<file path="config.mk">
export PLATFORM = sky130hd
export DESIGN_NAME = demux3_fifo
export DESIGN_NICKNAME = d
export VERILOG_FILES = /design/src/rtl/demux3_fifo.sv
export SDC_FILE = /design/constraint.sdc
export NUM_CORES = 1
export LEC_CHECK = 0
export CAP_MARGIN = 20
export CELL_PAD_IN_SITES_DETAIL_PLACEMENT = 2
export CELL_PAD_IN_SITES_GLOBAL_PLACEMENT = 2
export CORE_UTILIZATION = 33
export CTS_CLUSTER_DIAMETER = 120
export DETAILED_ROUTE_END_ITERATION = 8
export PLACE_DENSITY = 0.82
export RECOVER_POWER = 50
export SLEW_MARGIN = 20
export SYNTH_ARGS = -nofsm -noshare
export SYNTH_HDL_FRONTEND = slang
export SYNTH_SLANG_ARGS = --single-unit
</file>
<file path="constraint.sdc">
create_clock -name clk -period 1.4 [get_ports clk]
set_input_delay 0.28 -clock clk [delete_from_list [all_inputs] [get_ports clk]]
set_output_delay 0.28 -clock clk [all_outputs]
set_load 0.005 [all_outputs]
</file>
<file path="src/rtl/demux3_fifo.sv">
// demux3_fifo: steers one valid/ready input stream to one of three channels,
// each buffered by its own DEPTH-entry FIFO so consumers stall independently.
module demux3_fifo #(
  parameter int WIDTH = 8,
  parameter int DEPTH = 2
) (
  input  logic                 clk,
  input  logic                 rst_n,
  input  logic [WIDTH-1:0]     in_data,
  input  logic [1:0]           in_sel,
  input  logic                 in_valid,
  output logic                 in_ready,
  output logic [3*WIDTH-1:0]   out_data,
  output logic [2:0]           out_valid,
  input  logic [2:0]           out_ready,
  output logic [5:0]           out_count
);

  localparam int PTR_W = (DEPTH > 1) ? $clog2(DEPTH) : 1;
  localparam int CNT_W = $clog2(DEPTH + 1);
  localparam logic [CNT_W-1:0] CNT_FULL = CNT_W'(DEPTH);

  logic [WIDTH-1:0] mem_q    [3][DEPTH];
  logic [WIDTH-1:0] mem_d    [3][DEPTH];
  logic [PTR_W-1:0] wr_ptr_q [3];
  logic [PTR_W-1:0] wr_ptr_d [3];
  logic [PTR_W-1:0] rd_ptr_q [3];
  logic [PTR_W-1:0] rd_ptr_d [3];
  logic [CNT_W-1:0] count_q  [3];
  logic [CNT_W-1:0] count_d  [3];

  logic [1:0] dst_s;
  logic [2:0] full_s;
  logic [2:0] push_s;
  logic [2:0] pop_s;

  // Destination decode and per-channel handshake qualification.
  always_comb begin
    case (in_sel)
      2'b00:   dst_s = 2'd0;
      2'b01:   dst_s = 2'd1;
      default: dst_s = 2'd2;
    endcase
    for (int i = 0; i < 3; i++) begin
      full_s[i]    = (count_q[i] == CNT_FULL);
      out_valid[i] = (count_q[i] != {CNT_W{1'b0}});
      pop_s[i]     = out_valid[i] && out_ready[i];
    end
    // Readiness looks only at the addressed channel, never at out_ready.
    in_ready = !full_s[dst_s];
    for (int i = 0; i < 3; i++) begin
      if (in_valid && in_ready && (dst_s == 2'(i))) begin
        push_s[i] = 1'b1;
      end else begin
        push_s[i] = 1'b0;
      end
    end
  end

  // Next-state for storage, pointers and occupancy of each channel.
  always_comb begin
    mem_d    = mem_q;
    wr_ptr_d = wr_ptr_q;
    rd_ptr_d = rd_ptr_q;
    count_d  = count_q;
    for (int i = 0; i < 3; i++) begin
      if (push_s[i]) begin
        mem_d[i][wr_ptr_q[i]] = in_data;
        wr_ptr_d[i]           = wr_ptr_q[i] + PTR_W'(1);
      end else begin
        wr_ptr_d[i] = wr_ptr_q[i];
      end
      if (pop_s[i]) begin
        rd_ptr_d[i] = rd_ptr_q[i] + PTR_W'(1);
      end else begin
        rd_ptr_d[i] = rd_ptr_q[i];
      end
      case ({push_s[i], pop_s[i]})
        2'b10:   count_d[i] = count_q[i] + CNT_W'(1);
        2'b01:   count_d[i] = count_q[i] - CNT_W'(1);
        default: count_d[i] = count_q[i];
      endcase
    end
  end

  // State registers; reset clears storage so heads read as zero.
  always_ff @(posedge clk or negedge rst_n) begin
    if (!rst_n) begin
      for (int i = 0; i < 3; i++) begin
        for (int j = 0; j < DEPTH; j++) begin
          mem_q[i][j] <= {WIDTH{1'b0}};
        end
        wr_ptr_q[i] <= {PTR_W{1'b0}};
        rd_ptr_q[i] <= {PTR_W{1'b0}};
        count_q[i]  <= {CNT_W{1'b0}};
      end
    end else begin
      mem_q    <= mem_d;
      wr_ptr_q <= wr_ptr_d;
      rd_ptr_q <= rd_ptr_d;
      count_q  <= count_d;
    end
  end

  // Heads and low two bits of occupancy, packed channel 0 first.
  always_comb begin
    out_data  = {(3*WIDTH){1'b0}};
    out_count = 6'd0;
    for (int i = 0; i < 3; i++) begin
      out_data[i*WIDTH +: WIDTH] = mem_q[i][rd_ptr_q[i]];
      out_count[i*2 +: 2]        = count_q[i][1:0];
    end
  end

endmodule

</file>
# Word-level counts from Yosys, hierarchy flattened
# Index checks and enable logic that the tools add are counted.
dict set report word_totals {
  reg_bits 60
  out_inout_bits 34
  elab_cells 101
}
dict set report classes {
  n_addsub 12
  n_lt_le_gt_ge 10
  n_eq_ne 12
  muxes 27
  bitwise 6
  n_reduce_logical 19
}
# operator count
set ops {}
lappend ops {{8-bit two-way mux} 12}
lappend ops {{16-bit bitwise mux} 3}
lappend ops {{8-bit demux with 1-bit select} 3}
lappend ops {{2-bit one-hot mux with 2 select lines} 4}
lappend ops {{2-bit equality test, second input constant} 7}
lappend ops {{2-bit >= comparator, second input constant} 6}
lappend ops {{1-bit NOT with 2-bit output} 6}
lappend ops {{2-bit nonzero test} 6}
lappend ops {{2-bit by 1-bit equality test with 1-bit output, second input constant} 5}
lappend ops {{1-bit logical AND} 10}
lappend ops {{1-bit adder, second input constant} 6}
lappend ops {{2-bit by 1-bit adder with 2-bit output, second input constant} 3}
lappend ops {{2-bit by 1-bit < comparator with 1-bit output, second input constant} 3}
lappend ops {{2-bit by 1-bit subtractor with 2-bit output, second input constant} 3}
lappend ops {{2-bit zero test} 2}
lappend ops {{1-bit two-way mux} 4}
lappend ops {{2-bit by 3-bit < comparator with 1-bit output, second input constant} 1}
lappend ops {{1-bit binary-select mux with 2-bit select} 1}
lappend ops {{1-bit zero test} 1}

# Logic depth before layout (Yosys ltp)
# Gate-level depths: netlist (run 1).
dict set report depth {
  depth_word 10
  ltp_mapped 6
  depth_no_buf 6
}

# Least setup slack after synthesis (run 1)
# No wires, ideal clock.
dict set report synth_timing {
  path_kind {flip-flop to flip-flop}
  start {reg count_q (netlist bit out_count[4])}
  end {reg count_q (netlist bit out_count[5])}
  arrival_ns 1.486
  t_required_ns 1.321
  setup_slack_ns -0.165
  path_stages_with_launch 6
  path_buffers 0
  period_less_slack_ns 1.565
  cell_sequence {dfrtp_1 or2_2 and2_1 ha_1 nor2_1 xor2_1}
}
dict set report synth_via {
  word_cells_on_any_way 15
  cone_classes {add/sub (2); eq/ne (3); mux (4); reduce/logical (6)}
}
# item line_no
set synth_rtl {}
lappend synth_rtl {{start: declaration} 29} ;# logic [CNT_W-1:0] count_q [3];
lappend synth_rtl {{start signal: indexed assignment} 95} ;# count_q[i] <= {CNT_W{1'b0}};
lappend synth_rtl {{start signal: assignment} 101} ;# count_q <= count_d;
lappend synth_rtl {{2-bit nonzero test *} 46} ;# out_valid[i] = (count_q[i] != {CNT_W{1'b0}});
lappend synth_rtl {{via out_valid[2]} 14} ;# output logic [2:0] out_valid,
lappend synth_rtl {{1-bit logical AND *} 47} ;# pop_s[i] = out_valid[i] && out_ready[i];
lappend synth_rtl {{via pop_s[2]} 35} ;# logic [2:0] pop_s;
lappend synth_rtl {{2-bit by 1-bit equality test with 1-bit output or 2-bit equality test (tied branches)} 78} ;# case ({push_s[i], pop_s[i]})
lappend synth_rtl {{2-bit one-hot mux with 2 select lines or 2-bit nonzero test (tied branches)} -}
# Mark *: on every way through the listed nets, which the timed path passes. The rest lies on a longest branch. The select of a mux whose other input is x is not followed.
# A chain may end at the register's enable or synchronous reset.

# Final worst setup path (run 1)
dict set report layout_timing {
  start {reg rd_ptr_q[2] (netlist name)}
  end {out out_data[6]}
}
dict set report layout_via {
  elab_chain_len 4
}
# item line_no
set layout_rtl {}
lappend layout_rtl {{start: declaration} 27} ;# logic [PTR_W-1:0] rd_ptr_q [3];
lappend layout_rtl {{start signal: indexed assignment} 94} ;# rd_ptr_q[i] <= {PTR_W{1'b0}};
lappend layout_rtl {{start signal: assignment} 100} ;# rd_ptr_q <= rd_ptr_d;
lappend layout_rtl {{1-bit NOT with 2-bit output (implied by the code)} 110} ;# out_data[i*WIDTH +: WIDTH] = mem_q[i][rd_ptr_q[i]];
lappend layout_rtl {{8-bit two-way mux (implied by the code) (3 in a row)} 110}
lappend layout_rtl {{end: declaration} 13} ;# output logic [3*WIDTH-1:0] out_data,
# Every way passes these cells. The select of a mux whose other input is x is not followed.

==> results.json, run 1 <==
{
  "status": "finished with violations",
  "failed_checks": "negative setup slack",
  "cts-root-buf": "clkbuf_8",
  "yosys-top-cells-area": "dfrtp_1, mux2_2, mux2_4, xnor2_1, xor2_1",
  "clock_latency_ns": 0.34,
  "arrival_ns": 1.43,
  "end_kind": "primary output",
  "slew_violations": 0,
  "instances_no_fill": 402,
  "finalNetCount": 315,
  "whs_ns": 0.503,
  "cts_buffer_depth": 2,
  "ant_nets": 0,
  "chipHeight_um": 92.8,
  "pin_count": 50,
  "gp_congestion": 0.702,
  "cp_max_fo": 4,
  "r2r_start": "out_count[1]",
  "grt_overflow": 0,
  "drt_first_pass_iters": 4,
  "dpl.cell_count": 360,
  "synthTopCellsByCount": "mux2_2, dfrtp_1, xnor2_1",
  "setup_violations": 76,
  "grt_max_degree": 61,
  "crit_start": "rd_ptr_q[2]",
  "cp-endpoint": "out_data[6]",
  "fmax_mhz": 585,
  "cp-start-kind": "register",
  "io_buffers": 49,
  "yosysMostFrequentCell": "mux2_2",
  "groute.usage.overall_pct": 21.4,
  "viasPerCell": 4.85,
  "h-tree-depth": 3,
  "synthCells": 184,
  "vias": 1949,
  "fp.coreArea_um2": 7850,
  "ys.warnings.count": 0,
  "synth_nets": 203,
  "regToRegEndpoint": "mem_q[41]",
  "power_density_nw_per_um2": 2490,
  "yosysSeqAreaShare_pct": 55.2,
  "synth-edff-count": 0,
  "synthDistinctLibCells": 24,
  "drt_iter0_drc": 54,
  "clkSlewWorstSetupHoldPaths_ns": 0.07,
  "synth-main-ff-cell": "dfrtp_1",
  "clkSinkCount": 60,
  "initial_core_util_pct": 34.6,
  "async_reset_ff_share_pct": 100,
  "yosysTopAreaCellShare_pct": 55.2,
  "dieWidth_um": 92.8,
  "worstSetupPathType": "register to primary output",
  "rows": 32,
  "ys_ff_latch": 60,
  "drive_above_1_share_pct": 71.3,
  "ir_drop_v": 0.00100,
  "avgSynthCellArea_um2": 14.8,
  "cts_made_buffers": 9,
  "period_minus_slack_ns": 1.71,
  "slew_headroom_pct": 44.0,
  "max-cap-violations": 0,
  "place_hpwl_um": 4500,
  "fin_skew_ns": 0.00554,
  "setup_ws_ns": -0.310,
  "antennaDiodeCount": 0,
  "period_share_pct": 122,
  "r2r_slack_ns": -0.28,
  "rsz0062_at_grt": "yes",
  "crit_required_ns": 1.12,
  "ff2ff_path_depth": 5,
  "leakage_nw": 2.12,
  "drcViolationCount": 0,
  "first_global_vias": 2234,
  "syn_area_um2": 2720,
  "dieArea_um2": 8610,
  "hold_viol": 0,
  "wl_um": 8890,
  "synth_top_area_cell": "dfrtp_1",
  "area_growth_pct": 60.5,
  "min_path_type": "register to register",
  "cts_tree": "yes",
  "antenna_found_initial": 0,
  "tightest_slew_ns": 0.840,
  "grt_first_pass_wirelength_um": 13200,
  "routedWlPerCell_um": 22.1
}
-- cell type report --
cell class / count / area [um^2]
clock inverter: 6 / 32.5
multi-input combinational: 117 / 1540
timing repair buffer: 108 / 1040
tap: 102 / 128
clock buffer: 9 / 124
fill: 732 / 3480
sequential: 60 / 1510
-- worst max-delay path, cell delays in order (launching register included) --
cell and delay, ns:
dfrtp_2 0.41, buf_6 0.14, buf_6 0.11, mux2_4 0.31, buf_6 0.12
-- power breakdown --
part / switching, mW / internal (mW) / total, mW
Sequential: 0.660 / 2.64 / 3.30
Combinational: 2.09 / 4.18 / 6.27
Clock: 0.685 / 0.614 / 1.30
-- metal layers --
metal / wire length [um] / up-vias / GRT usage, %
met5: 0 / - / 0
met4: 164 / 0 / 8.33
met3: 241 / 14 / 4.19
met2: 4660 / 41 / 36.8
met1: 3820 / 1017 / 26.3
li1: - / 877 / -
-- layout by cell type (no fill, tap or decap), types with 2 or more instances in the layout --
cell and instances:
and2_4 3, buf_12 2, buf_2 10, buf_4 28, buf_6 50, clkbuf_8 9
clkdlybuf4s50_1 11, clkinv_2 5, dfrtp_1 57, dfrtp_2 3, dlygate4sd2_1 3, ha_4 3
mux2_2 19, mux2_4 53, nand2b_4 4, nand3_2 2, nand4b_1 2, nor2_2 2
nor2b_4 2, or2_4 3, xnor2_1 3, xnor2_2 6, xor2_1 6
-- how the worst min path moves through the flow --
stage,to,start,cells after the start,slack [ns]
after floorplan,mem_q[0],rst_n,0,-0.02
after global placement,out_count[1],rst_n,2,0.32
after detailed placement,out_count[0],rst_n,2,0.31
after CTS,out_count[0],rst_n,3,0.49
after global routing,wr_ptr_q[0],wr_ptr_q[0],1,0.52
final,wr_ptr_q[0],wr_ptr_q[0],1,0.50
-- cells by family (layout without fill, tap and decap cells) --
family / Yosys count / in the layout / synth area share (%)
multiplexers: 73 / 73 / 31.3
flip-flops: 60 / 60 / 55.2
AND/OR/NAND/NOR: 25 / 25 / 5.75
XOR/XNOR: 15 / 15 / 4.83
buffers and inverters: 7 / 123 / 1.33
adder cells (fa/ha/maj): 3 / 3 / 1.38
AO/OA/AOI/OAI: 1 / 1 / 0.184
-- metrics by stage --
stage          cell area (um^2)  power (mW)  util [%]  TNS [ns]  worst slack, ns
3_5_place_dp               3630        7.58      46.2    -34.70           -0.658
4_1_cts                    4210        10.1      53.7    -10.27           -0.317
5_1_grt                    4360        11.5      55.6    -14.81           -0.351
3_3_place_gp               3630        7.37      46.2    -31.56           -0.597
2_1_floorplan              2760        5.22         -     -1.27           -0.133
6_report                   4360        10.9      55.6    -11.73           -0.310
-- flip-flops by register name, summed over array words and instances (netlist names) --
signal / flops
rd_ptr_q: 3
mem_q: 48
wr_ptr_q: 3
out_count: 6
-- what timing repair did --
item | in CTS | in global routing
hold endpoints to repair | 60 | 0
setup endpoints to repair | 80 | 89
hold buffers | 1 | 0
buffers inserted | 25 | 11
pin swaps | 14 | 14
gates resized for setup | 234 | 39
No activity file was read; power rests on OpenSTA's default activity.
==> run 2: changes to the inputs <==
Settings changed: CORE_MARGIN from default to 4.
==> run 2 against run 1 <==
Critical endpoint is now out_data[14]. Worst setup slack improved by 0.046 ns. Worst hold slack improved by 0.0042 ns. Flip-flop and latch count unchanged. Clock power increased by 48%. Wire length increased by 7.5%. Largest cell class unchanged. The run still ends with negative setup slack left. Clock skew increased by 0.0025 ns.
==> results.json, run 2 (synthesis results as in run 1) <==
{
  "initial_core_util_pct": 34.5,
  "io_buffers": 49,
  "wl_um": 9560,
  "fin_skew_ns": 0.00805,
  "first_global_vias": 2326,
  "vias": 1930,
  "crit_path_cell_trace": "buf_6 -> mux2_4 -> buf_6",
  "period_share_pct": 119,
  "cts-root-buf": "clkbuf_8",
  "min_path_type": "register to register",
  "drt_iter0_drc": 46,
  "slew_violations": 0,
  "ant_nets": 0,
  "worstSetupPathType": "register to primary output",
  "grt_max_degree": 26,
  "viasPerCell": 4.83,
  "cp_max_fo": 4,
  "period_minus_slack_ns": 1.66,
  "setup_ws_ns": -0.264,
  "worst-path-buf-inv": 2,
  "leakage_nw": 2.17,
  "gp_congestion": 0.761,
  "chipHeight_um": 98.8,
  "area_growth_pct": 64.2,
  "instances_no_fill": 400,
  "regToRegEndpoint": "mem_q[43]",
  "place_hpwl_um": 5120,
  "hp-start": "wr_ptr_q[1]",
  "clock_latency_ns": 0.35,
  "antenna_found_initial": 0,
  "dpl.cell_count": 361,
  "finalNetCount": 312,
  "total_power_mw": 11.7,
  "rsz0062_at_grt": "yes",
  "routedWlPerCell_um": 23.9,
  "crit_required_ns": 1.12,
  "drive_above_1_share_pct": 70.1,
  "cp_common_cell": "buf_6",
  "grt_first_pass_wirelength_um": 14300,
  "clkSinkCount": 60,
  "fin_tns_setup_ns": -11.49,
  "fmax_mhz": 601,
  "setup_violations": 87,
  "dieArea_um2": 9760,
  "slowest_delay_ns": 0.45,
  "cts_buffer_depth": 2,
  "slew_headroom_pct": 46.6,
  "pin_count": 50,
  "h-tree-depth": 3,
  "cts_tree": "yes",
  "drt_first_pass_iters": 4,
  "ir_drop_v": 0.00109,
  "ff2ff_path_depth": 4,
  "cp-start-kind": "register",
  "largest_reg_flops": 48,
  "status": "finished with violations",
  "power_density_nw_per_um2": 2630,
  "layout_commonest_cell": "mux2_4",
  "groute.usage.overall_pct": 19.7,
  "hold_path_depth": 1,
  "grt_overflow": 0,
  "nFillCells": 698,
  "clkSlewWorstSetupHoldPaths_ns": 0.07,
  "r2r_slack_ns": -0.25,
  "failed_checks": "negative setup slack",
  "whs_ns": 0.508,
  "end_kind": "primary output",
  "fp.coreArea_um2": 7890,
  "r2r_start": "out_count[1]",
  "dieWidth_um": 98.8,
  "largest-register": "mem_q",
  "rows": 32,
  "antennaDiodeCount": 0,
  "hold-path-endpoint": "wr_ptr_q[1]",
  "arrival_ns": 1.38,
  "crit_path_top_delay_cell": "dfrtp_2",
  "fin_util_pct": 56.6,
  "max-cap-violations": 0,
  "path_delay_family": "flip-flops",
  "drcViolationCount": 0,
  "layout_common_cells": "mux2_4, dfrtp_1, buf_6, buf_4, clkdlybuf4s50_1",
  "tightest_slew_ns": 0.802,
  "hold_viol": 0,
  "cts_made_buffers": 9
}
## run 2: stage by stage
step / cell area [um^2] / worst slack (ns)
after detailed placement: 3630 / -0.676
after global placement: 3630 / -0.593
after global routing: 4470 / -0.334
after floorplan: 2760 / -0.133
after CTS: 4310 / -0.243
final: 4470 / -0.264
## run 2: worst register-to-register path: cells and delay by family (launching register included)
family	cells	cell delay [ns]
DFF	1	0.41
buffers and inverters	1	0.14
muxes	1	0.34
and+or+nand+nor	2	0.65
## run 2: area by class of cell
type | count | area [um^2] | share of cell area [%]
Multi-Input combinational cell | 117 | 1570 | 35.1
Sequential cell | 60 | 1510 | 33.8
Timing Repair Buffer | 105 | 1020 | 22.9
Tap cell | 102 | 128 | 2.86
Clock buffer | 9 | 124 | 2.77
Clock inverter | 7 | 115 | 2.58
## run 2: power by group
group	total (mW)	switching, mW	internal (mW)
clock network	1.93	0.760	1.17
registers	3.33	0.687	2.64
logic	6.47	2.15	4.32
total	11.7	3.59	8.14
## run 2: timing repair
| action | 4_1_cts | 5_1_grt |
|---|---|---|
| hold buffers | 1 | 0 |
| endpoints found under the hold margin | 10 | 0 |
| endpoints found under the setup margin | 79 | 87 |
| pin swaps | 13 | 3 |
| resized for setup | 251 | 34 |
| buffers inserted | 18 | 9 |
## run 2: worst max-delay path by stage
stage / cells after the start / endpoint / startpoint / slack, ns
4_1_cts: 5 / mem_q[43] / out_count[1] / -0.24
3_5_place_dp: 5 / mem_q[46] / in_sel[1] / -0.68
6_report: 3 / out_data[14] / rd_ptr_q[1] / -0.26
2_1_floorplan: 4 / mem_q[40] / out_count[1] / -0.13
3_3_place_gp: 5 / mem_q[47] / in_sel[1] / -0.59
5_1_grt: 7 / out_count[1] / out_count[1] / -0.33
## run 2: routing by layer
layer	GRT usage, %	part of all wire [%]	routed length (um)	up-vias
met1	24.3	42	3970	1020
met2	35.3	55	5220	37
met5	0	0	0	-
li1	-	-	-	864
met4	5.36	1.1	108	0
met3	3.47	2.7	256	9
